==> config.mk <==
export PLATFORM = sky130hd
export DESIGN_NAME = write_fsm
export DESIGN_NICKNAME = d
export VERILOG_FILES = /design/src/rtl/write_pkg.sv /design/src/rtl/write_fsm.sv
export SDC_FILE = /design/constraint.sdc
export NUM_CORES = 1
export LEC_CHECK = 0
export CAP_MARGIN = 15
export CORE_ASPECT_RATIO = 1.1
export CORE_UTILIZATION = 53
export CTS_CLUSTER_DIAMETER = 120
export DETAILED_ROUTE_END_ITERATION = 16
export DONT_BUFFER_PORTS = 1
export HOLD_SLACK_MARGIN = 0.02
export PLACE_DENSITY = 0.71
export REMOVE_ABC_BUFFERS = 1
export SETUP_SLACK_MARGIN = 0.15
export SYNTH_ARGS = -nofsm -noshare
export SYNTH_HDL_FRONTEND = slang
export SYNTH_SLANG_ARGS = --single-unit
export TNS_END_PERCENT = 10
==> constraint.sdc <==
create_clock -name i_clk -period 1.6 [get_ports i_clk]
set_input_delay 0.32 -clock i_clk [delete_from_list [all_inputs] [get_ports i_clk]]
set_output_delay 0.32 -clock i_clk [all_outputs]
set_load 0.005 [all_outputs]
==> src/rtl/write_pkg.sv <==
// Shared types for the DDR5 PHY write manager: write FSM state encoding,
// burst-length codes and the watchdog counter width.
package write_pkg;

   typedef enum logic [2:0] {
      IDLE       = 3'd0,
      PREAMBLE   = 3'd1,
      WR_DATA    = 3'd2,
      WR_CRC     = 3'd3,
      INTERAMBLE = 3'd4,
      POSTAMBLE  = 3'd5
   } state_t;

   typedef enum logic [1:0] {
      BL16 = 2'b00,
      BL8  = 2'b01
   } burst_len_t;

   localparam int unsigned WDT_CNT_W = 8;

endpackage

==> src/rtl/write_fsm.sv <==
// Write-path control FSM of the DDR5 PHY write manager (Moore, registered outputs).
// Optional stall watchdog enabled by defining WRITE_FSM_WATCHDOG_EN.
module write_fsm
   import write_pkg::*;
#(
   parameter int unsigned BURST_CNT_W = 8
`ifdef WRITE_FSM_WATCHDOG_EN
   ,
   parameter int unsigned WDT_CYCLES  = 64
`endif
) (
   input  logic                   i_clk,
   input  logic                   i_rst,
   input  logic                   i_wr_en,
   input  logic                   i_preamble_done,
   input  logic                   i_wrdata_done,
   input  logic                   i_wrmask_done,
   input  logic                   i_wrdata_crc_done,
   input  logic                   i_interamble_done,
   input  logic                   i_postamble_done,
   input  logic                   i_interamble,
   input  logic                   i_crc_generate,
   output logic                   o_data_state,
   output logic                   o_post,
   output logic                   o_interamble_valid,
   output logic                   o_dqs_oe,
   output logic                   o_dq_oe,
   output logic                   o_crc_insert,
   output logic [BURST_CNT_W-1:0] o_burst_cnt,
   output logic [2:0]             o_state
`ifdef WRITE_FSM_WATCHDOG_EN
   ,
   output logic                   o_wdt_err
`endif
);

   state_t                 state;
   state_t                 state_nxt;
   logic [BURST_CNT_W-1:0] cnt_nxt;
   logic                   taken;
   logic                   eob;
`ifdef WRITE_FSM_WATCHDOG_EN
   logic [WDT_CNT_W-1:0]   wdt_cnt;
   logic [WDT_CNT_W-1:0]   wdt_nxt;
   logic                   wdt_fire;
`endif

   // Next state and burst count; only the current state's own done flag is honoured.
   always_comb begin
      state_nxt = state;
      cnt_nxt   = o_burst_cnt;
      taken     = 1'b0;
      eob       = 1'b0;
      case (state)
         IDLE:       if (i_wr_en) begin state_nxt = PREAMBLE; taken = 1'b1; end
         PREAMBLE:   if (i_preamble_done) begin state_nxt = WR_DATA; taken = 1'b1; end
         WR_DATA: begin
            if (i_crc_generate) begin
               if (i_wrdata_done) begin state_nxt = WR_CRC; taken = 1'b1; end
            end else if (i_wrmask_done) begin
               eob = 1'b1;
            end
         end
         WR_CRC:     if (i_wrdata_crc_done) eob = 1'b1;
         INTERAMBLE: if (i_interamble_done) begin state_nxt = WR_DATA; taken = 1'b1; end
         POSTAMBLE: begin
            if (i_postamble_done) begin
               state_nxt = i_wr_en ? PREAMBLE : IDLE;
               taken     = 1'b1;
            end
         end
         default: begin state_nxt = IDLE; taken = 1'b1; end
      endcase
      // End of burst: seamless continuation takes priority over interamble.
      if (eob) begin
         taken = 1'b1;
         if (i_wr_en)          state_nxt = WR_DATA;
         else if (i_interamble) state_nxt = INTERAMBLE;
         else                   state_nxt = POSTAMBLE;
         if (o_burst_cnt != '1) cnt_nxt = o_burst_cnt + BURST_CNT_W'(1);
      end
`ifdef WRITE_FSM_WATCHDOG_EN
      wdt_nxt  = (state == IDLE || taken) ? '0 : wdt_cnt + WDT_CNT_W'(1);
      wdt_fire = (state != IDLE) && (wdt_cnt == WDT_CNT_W'(WDT_CYCLES - 1));
      if (wdt_fire) begin
         state_nxt = IDLE;
         wdt_nxt   = '0;
      end
`endif
      if (state_nxt == IDLE) cnt_nxt = '0;
   end

   always_ff @(posedge i_clk) begin
      if (i_rst) begin
         state              <= IDLE;
         o_burst_cnt        <= '0;
         o_data_state       <= 1'b0;
         o_post             <= 1'b0;
         o_interamble_valid <= 1'b0;
         o_dqs_oe           <= 1'b0;
         o_dq_oe            <= 1'b0;
         o_crc_insert       <= 1'b0;
         o_state            <= 3'd0;
`ifdef WRITE_FSM_WATCHDOG_EN
         wdt_cnt            <= '0;
         o_wdt_err          <= 1'b0;
`endif
      end else begin
         state              <= state_nxt;
         o_burst_cnt        <= cnt_nxt;
         o_data_state       <= (state_nxt == WR_DATA) || (state_nxt == WR_CRC);
         o_post             <= (state_nxt == PREAMBLE) || (state_nxt == POSTAMBLE);
         o_interamble_valid <= (state_nxt == INTERAMBLE);
         o_dqs_oe           <= (state_nxt != IDLE);
         o_dq_oe            <= (state_nxt == WR_DATA) || (state_nxt == WR_CRC);
         o_crc_insert       <= (state_nxt == WR_CRC);
         o_state            <= 3'(state_nxt);
`ifdef WRITE_FSM_WATCHDOG_EN
         wdt_cnt            <= wdt_nxt;
         o_wdt_err          <= wdt_fire;
`endif
      end
   end

endmodule

* Word-level counts from Yosys, hierarchy flattened
Index checks and enable logic that the tools add are counted.
Word-level totals: bits in registers 16, input bits 11, logic and storage cells 41
Operators by class: add/sub/neg operators 1, eq/ne operators 11, multiplexer cells 15, reductions and logical operators 7
Operator list (number):
- $mux 3 | 8
- $pmux 3 s6 | 1
- $eq 3x2->1 const B | 4
- $eq 3x3->1 const B | 4
- $add 8x1->8 const B | 1
- $ne 8x8->1 const B | 1
- $eq 3x1->1 const B | 2
- $logic_not 3->1 | 2
- $mux 1 | 5
- $reduce_bool 3->1 | 1
- $logic_or 1x1->1 | 2
- $pmux 1 s2 | 1
- $reduce_and 2->1 | 1
- $reduce_or 2->1 | 1

* Logic depth before layout (Yosys ltp)
Gate-level depths: netlist of the first run.
word-level depth 6, mapped depth 6, depth with buffers taken out 5

* Least setup slack after synthesis of the first run
OpenSTA, ideal clock, no wires.
kind reg-to-reg, start point reg state[0], end point reg o_burst_cnt[3], library setup time 0.080 ns, arrival time 1.672 ns, data required time 1.520 ns, path slack -0.152 ns, stages on the path, launching flop included 6, buffers on the path 1, period minus slack after synthesis 1.752 ns, cells stage by stage dfxtp_1 -> buf_6 -> or3b_4 -> a21o_1 -> or4_1 -> a22oi_1
Between the ends: cells in the longest elaborated chain, start to end 6
Ends and longest elaborated chain:
- from (decl) | line write_fsm.sv:37 | state_t state;
- from (signal assigned) | line write_fsm.sv:109 | state <= state_nxt;
- $mux 3 | line write_fsm.sv:59 | if (i_wrdata_done) begin state_nxt = WR_CRC; taken = 1'b1; end
- $mux 3 | line write_fsm.sv:58 | if (i_crc_generate) begin
- $pmux 3 s6 | line write_fsm.sv:54 | case (state)
- $mux 3 | line write_fsm.sv:75 | if (eob) begin
- $logic_not 3->1 | line write_fsm.sv:90 | if (state_nxt == IDLE) cnt_nxt = '0;
- $reduce_or 2->1 (no line)
- to (signal assigned) | line write_fsm.sv:110 | o_burst_cnt <= cnt_nxt;
- to (decl) | line write_fsm.sv:29 | output logic [BURST_CNT_W-1:0] o_burst_cnt,
Several ways; a longest one is shown, not always the timed one. A chain may end at the register's enable or synchronous reset.

* Worst setup path after layout of the first run
start point reg state[0], end point reg o_burst_cnt[6]
The elaborated chain is that of the path after synthesis.

==> results.txt, run 1 <==
status: finished with violations
failing checks: negative setup slack
DR vias/cell: 6.55
Hold Fails Final Rpt: 0
Cell Area, Placed: 890 um2
Worst Max-Slew Pin Slew: 0.400 ns
largest net degree at the start of global routing: 12
CP startpoint: state[0]
number of synthesized register bits: 16
# diodes: 0
Max clock buf depth: 2
GRT Total Usage: 0.253
post-synth top area cell: dfxtp_1
Setup CP Type: flip-flop to flip-flop
Die Y-Extent: 43.2 um
Mapped Area: 818 um2
Worst-Skew Late Latency: 0.29 ns
top_reg_cell synth: dfxtp_1
sequential area share after synthesis: 0.391
final WL: 1.94 mm
# placed instances: 113
Tot Pwr: 849 uW
CTS root buffer: clkbuf_4
# hold bufs at CTS: 0
Initial Util: 0.584
# Post-CTS Setup Buffers: 0
CP Cell Sequence: or3b_4 > a21o_1 > or4_1 > a22oi_2
fin. max-slew vios: 0
crit path capture: o_burst_cnt[6]
WP buf/inv: 0
WL/cell: 16.6 um
launching point of the worst reg2reg path: state[0]
syn_area_per_cell: 8.89 um2
worst vdd ir: 0.000611 V
post-DP HPWL: 1.28 mm
max frequency: 0.602 GHz
gpl congestion: 0.775
pwr dens: 861 nW/um2
nets: 114
# rows: 14
critical path's top delay family: simple AND/OR/NAND/NOR gates
CTS Buf Count: 3
RSZ-0062 raised after global routing: true
Final Util: 0.704
post-route setup slack: -0.0602 ns
layout cells sized above 1: 0.297
Netlist cell types: 42
Post-synth EDFFs: 0
CTS tree: built
MaxCap Viol Count: 0
Clock Sinks: 16
Worst Skew: 0.00892 ns
Synth-to-Final Area Change: 20.5%
vias post-DR: 766
drt first-iter violations: 13
Antenna Violating Nets Remaining: 0
drt pass-1 iters: 4
vias in the first global route: 711
CP required: 1.82 ns
total congestion overflow: 0
initial antenna violation count: 0
final setup fails: 3
crit share post-route: 1.04
top cells by area, synth: dfxtp_1 (39%), a22oi_1 (5.5%), nand2b_1 (3.8%)
Layout fillers: 118
Non-Filler Instances: 117
cell area after layout: 986 um2
fin crit period: 1.66 ns
die area: 1710 um2
I/O Buffers: 0
r2r setup slk: -0.06 ns
CP Depth: 4
Synth top area share: 0.391
crit-path max FO: 5
crit end category: flip-flop
H-tree levels: 1
Async SR Flop Fraction: 0
Reg clk slew, reported paths: 0.10 ns
Syn Inst Count: 92
crit path max-delay cell type: or4_1
Pleak: 0.340 nW
Worst R2R Path Depth: 4
Yosys warning total: 0
Die X: 39.5 um
# IOs: 28
FF/Latch Area: 323 um2
Core Region: 1400 um2
CP max stage delay: 0.50 ns
first-pass GRT wire length: 2.98 mm
worst flop-to-flop path endpoint: o_burst_cnt[6]
slew margin rel.: 0.730
Worst Hold Class: input pin to flip-flop
Remaining DRCs: 0
Arr. time, crit path: 1.88 ns
CP Launch Type: flip-flop
area of the multi-input gates: 504 um2
report_power, final:
group | internal (mW) | leakage, nW | switching [mW]
sequential | 0.420 | 0.131 | 0.0156
clock | 0.138 | 0.0210 | 0.130
combinational | 0.0644 | 0.189 | 0.0812
final cells by class:
cell class                      instances  area share
Multi-Input combinational cell         67       0.511
Sequential cell                        16       0.327
Timing Repair Buffer                    9      0.0850
Clock buffer                            4      0.0368
Tap cell                               16      0.0203
Inverter                                5      0.0190
cell usage after synthesis (2+ instances only):
| library cell | count |
|---|---|
| a22oi_1 | 6 |
| a31oi_1 | 2 |
| buf_2 | 2 |
| dfxtp_1 | 16 |
| inv_1 | 4 |
| nand2_1 | 7 |
| nand2b_1 | 5 |
| nand3_1 | 3 |
| nand4_1 | 2 |
| nor2_1 | 4 |
| nor2b_1 | 2 |
| nor3_1 | 3 |
| o21ai_0 | 2 |
| o21ai_1 | 2 |
| o31ai_1 | 3 |
| or3_1 | 2 |
| or4_1 | 2 |
timing repair:
item	4_1_cts	5_1_grt
setup endpoints to repair	16	16
pin swaps	8	1
cloned	0	0
gates resized for setup	6	6
cell families after synthesis:
kind of cell    count (synthesis)  synth area share
xor+xnor                        1            0.0107
flops                          16             0.391
fa+ha+maj                       1            0.0153
compound gates                 29             0.278
buf+inv                         9            0.0581
simple gates                   36             0.246
metrics by stage:
stage          setup slack, ns  hold WS, ns  setup TNS [ns]
6_report               -0.0602       0.0907          -0.141
5_1_grt                 -0.126       0.0659          -0.527
4_1_cts                -0.0535       0.0838         -0.0829
3_5_place_dp           -0.0923        0.395          -0.341
3_3_place_gp           -0.0613        0.394          -0.236
2_1_floorplan           -0.391        0.392           -3.60
worst reg2reg max path: stages (launching register included):
cell	delay, ns
dfxtp_2	0.33
or3b_4	0.40
a21o_1	0.22
or4_1	0.50
a22oi_2	0.14
worst min path at each step:
stage / cells after the start / end / slack, ns / start
after global placement: 1 / state[1] / 0.39 / i_rst
after CTS: 1 / o_dq_oe / 0.08 / i_rst
after floorplan: 1 / o_dq_oe / 0.39 / i_rst
after detailed placement: 1 / state[1] / 0.40 / i_rst
after global routing: 1 / state[1] / 0.07 / i_rst
final: 1 / state[1] / 0.09 / i_rst
layer usage:
| metal | share of wire | vias up | global-route usage |
|---|---|---|---|
| met1 | 0.40 | 364 | 0.307 |
| met4 | 0.0057 | 0 | 0.103 |
| met2 | 0.52 | 33 | 0.413 |
| met5 | 0 | - | 0 |
| li1 | - | 367 | - |
| met3 | 0.074 | 2 | 0.0576 |
registers in the layout, summed over array words and instances, names as in the netlist:
register            count
o_interamble_valid      1
o_burst_cnt             8
o_crc_insert            1
o_dq_oe                 1
o_dqs_oe                1
o_post                  1
state                   3
placed cells by master (no fill, tap or decap), types with 2 or more instances in the layout:
cell,netlist,routed
dfxtp_1,16,14
nand2_1,7,7
buf_4,1,7
a22oi_1,6,5
nand2b_1,5,4
nor2_1,4,4
inv_1,4,4
nand3_1,3,3
clkbuf_4,0,3
a31oi_1,2,2
nand4_1,2,2
nor3_2,0,2
or4_1,2,2
o31ai_1,3,2
or3_1,2,2
o21ai_0,2,2
nor2b_1,2,2
dfxtp_2,0,2
Power figures use the tool's default switching activity.
==> run 2, diff against run 1 <==
--- a/config.mk
+++ b/config.mk
@@ -6,13 +6,16 @@
 export NUM_CORES = 1
 export LEC_CHECK = 0
 export CAP_MARGIN = 15
+export CELL_PAD_IN_SITES_DETAIL_PLACEMENT = 1
+export CELL_PAD_IN_SITES_GLOBAL_PLACEMENT = 1
 export CORE_ASPECT_RATIO = 1.1
-export CORE_UTILIZATION = 53
+export CORE_UTILIZATION = 42
+export CTS_BUF_LIST = sky130_fd_sc_hd__clkbuf_2 sky130_fd_sc_hd__clkbuf_4 sky130_fd_sc_hd__clkbuf_8
 export CTS_CLUSTER_DIAMETER = 120
 export DETAILED_ROUTE_END_ITERATION = 16
 export DONT_BUFFER_PORTS = 1
 export HOLD_SLACK_MARGIN = 0.02
-export PLACE_DENSITY = 0.71
+export PLACE_DENSITY_LB_ADDON = 0.1
 export REMOVE_ABC_BUFFERS = 1
 export SETUP_SLACK_MARGIN = 0.15
 export SYNTH_ARGS = -nofsm -noshare
==> results.txt, run 2 (synthesized netlist as in run 1, its figures left out) <==
launching point of the worst reg2reg path: state[0]
die area: 2130 um2 (+25%)
Remaining DRCs: 1 (+1)
I/O Buffers: 0 (unchanged)
final WL: 2.00 mm (+3.0%)
area of the multi-input gates: 482 um2 (-4.5%)
CTS root buffer: clkbuf_4
commonest non-fill, non-tap cell in the layout: dfxtp_1
sw power: 218 uW (-3.8%)
Clock Power Share: 0.317 (about the same)
Worst Skew: 0.00492 ns (-0.00400 ns)
fin crit period: 1.65 ns (-0.0118 ns)
Layout fillers: 216 (+83%)
CP max stage delay: 0.48 ns (-0.02 ns)
top flop regs: o_burst_cnt: 8 flops, state: 3 flops
most used routing layer: met2
Worst Max-Slew Pin Slew: 0.421 ns (+0.0218 ns)
total congestion overflow: 0 (unchanged)
slew margin rel.: 0.715 (-0.0155)
WL/cell: 16.7 um (+0.41%)
crit end category: flip-flop
Clock Sinks: 16 (unchanged)
Gate power share: 0.164 (-0.008)
Antenna Violating Nets Remaining: 0 (unchanged)
pwr dens: 860 nW/um2 (-0.19%)
status: finished with violations
cell area after layout: 976 um2 (-1.0%)
Initial Util: 0.454 (-0.130)
# diodes: 0 (unchanged)
most frequent cells in the layout: dfxtp_1 (12), buf_4 (8), nand2_1 (7)
largest net degree at the start of global routing: 12 (unchanged)
max frequency: 0.607 GHz (+0.71%)
# rows: 16 (+2)
Synth-to-Final Area Change: 19.3%
Reg clk slew, reported paths: 0.10 ns (about the same)
post-route setup slack: -0.0484 ns (+0.0118 ns)
# IOs: 28 (unchanged)
internal cell power: 621 uW (-0.26%)
RSZ-0062 raised after global routing: true
# hold bufs at CTS: 0 (unchanged)
CP startpoint: state[0]
crit-path max FO: 5 (unchanged)
first-pass GRT wire length: 3.26 mm (+9.3%)
WP buf/inv: 0 (unchanged)
crit path max-delay cell type: or4_1
H-tree levels: 1 (unchanged)
TNS Setup: -0.113 ns (+0.0284 ns)
Core Region: 1800 um2 (+29%)
drt first-iter violations: 11 (-2)
sw frac: 0.260 (-0.00698)
CTS Buf Count: 3 (unchanged)
# placed instances: 116 (+2.7%)
drt pass-1 iters: 12 (+8)
sequential share of power: 0.519 (+0.006)
met1 GRT Util: 0.269 (-0.0383)
MaxCap Viol Count: 0 (unchanged)
Die X: 44.1 um (+12%)
initial antenna violation count: 0 (unchanged)
met2 Use GR: 0.350 (-0.0631)
Arr. time, crit path: 1.86 ns (-0.02 ns)
CTS tree: built
DR vias/cell: 6.27 (-4.3%)
vias in the first global route: 709 (-0.28%)
post-DP HPWL: 1.50 mm (+17%)
final setup fails: 6 (+3)
max reg flops: 8 (unchanged)
failing checks: design-rule violations, negative setup slack
GRT Total Usage: 0.209 (-0.0447)
crit share post-route: 1.03 (-0.00735)
Die Y-Extent: 48.3 um (+12%)
Non-Filler Instances: 120 (+2.6%)
gpl congestion: 0.720 (-7.1%)
Max clock buf depth: 2 (unchanged)
nets: 115 (+0.88%)
Worst-Skew Late Latency: 0.28 ns (about the same)
Cell Area, Placed: 900 um2 (+1.1%)
Hold Fails Final Rpt: 0 (unchanged)
critical path's top delay family: simple AND/OR/NAND/NOR gates
Setup CP Type: flip-flop to flip-flop
CP required: 1.82 ns (about the same)
r2r setup slk: -0.05 ns (about the same)
fin. max-slew vios: 0 (unchanged)
Biggest register: o_burst_cnt
worst vdd ir: 0.000422 V (-31%)
hold_sp: i_rst
layout cells sized above 1: 0.294 (-0.00291)
Worst Hold Class: input pin to flip-flop
FF/Latch Area: 325 um2 (+0.78%)
CP Launch Type: flip-flop
Pleak: 0.340 nW (-0.14%)
met3 usage in global routing: 0.0444 (-0.0131)
vias post-DR: 752 (-1.8%)
CP Cell Sequence: or3b_4 > a21o_1 > or4_1 > a22oi_1
[run 2: changes by cell type in the layout (fill, tap and decap cells not counted), sizes merged]
cell | previous run | this run
buf | 9 | 10
[run 2: per-layer routing]
metal / up-vias / share of wire
met5: - / 0
met2: 17 / 0.49
met1: 362 / 0.46
li1: 369 / -
met3: 4 / 0.037
met4: 0 / 0.013
[run 2: worst paths after layout]
check	depth (start not counted)	to
hold / removal	1	state[1]
setup / recovery	4	o_burst_cnt[6]
setup reg to reg	4	o_burst_cnt[6]
hold reg to reg	2	o_burst_cnt[0]
[run 2: timing repair]
action                     in CTS  in global routing
gates cloned                    0                  0
setup endpoints to repair      16                 16
pin swaps                       9                  2
resized for setup               5                  7
setup buffers                   0                  0
[run 2: layout make-up]
type                       instances  area share
sequential                        16       0.333
timing repair buffer              10      0.0936
multi-input combinational         67       0.494
inverter                           5      0.0192
clock buffer                       4      0.0372
tap                               18      0.0231
[run 2: power groups by stage]
stage / registers (mW) / logic [mW] / clock network, mW
floorplan: 0.446 / 0.0718 / 0
global placement: 0.442 / 0.129 / 0
detailed placement: 0.443 / 0.132 / 0
CTS: 0.434 / 0.138 / 0.274
global route: 0.438 / 0.152 / 0.298
finish: 0.435 / 0.138 / 0.266
[run 2: metrics by stage]
| step | util | hold slack (ns) | power (mW) | setup WS [ns] |
|---|---|---|---|---|
| floorplan | - | 0.392 | 0.518 | -0.391 |
| global placement | 0.499 | 0.396 | 0.571 | -0.0631 |
| detailed placement | 0.499 | 0.395 | 0.575 | -0.110 |
| CTS | 0.533 | 0.0865 | 0.846 | -0.0466 |
| global route | 0.542 | 0.0642 | 0.888 | -0.107 |
| finish | 0.542 | 0.0832 | 0.839 | -0.0484 |
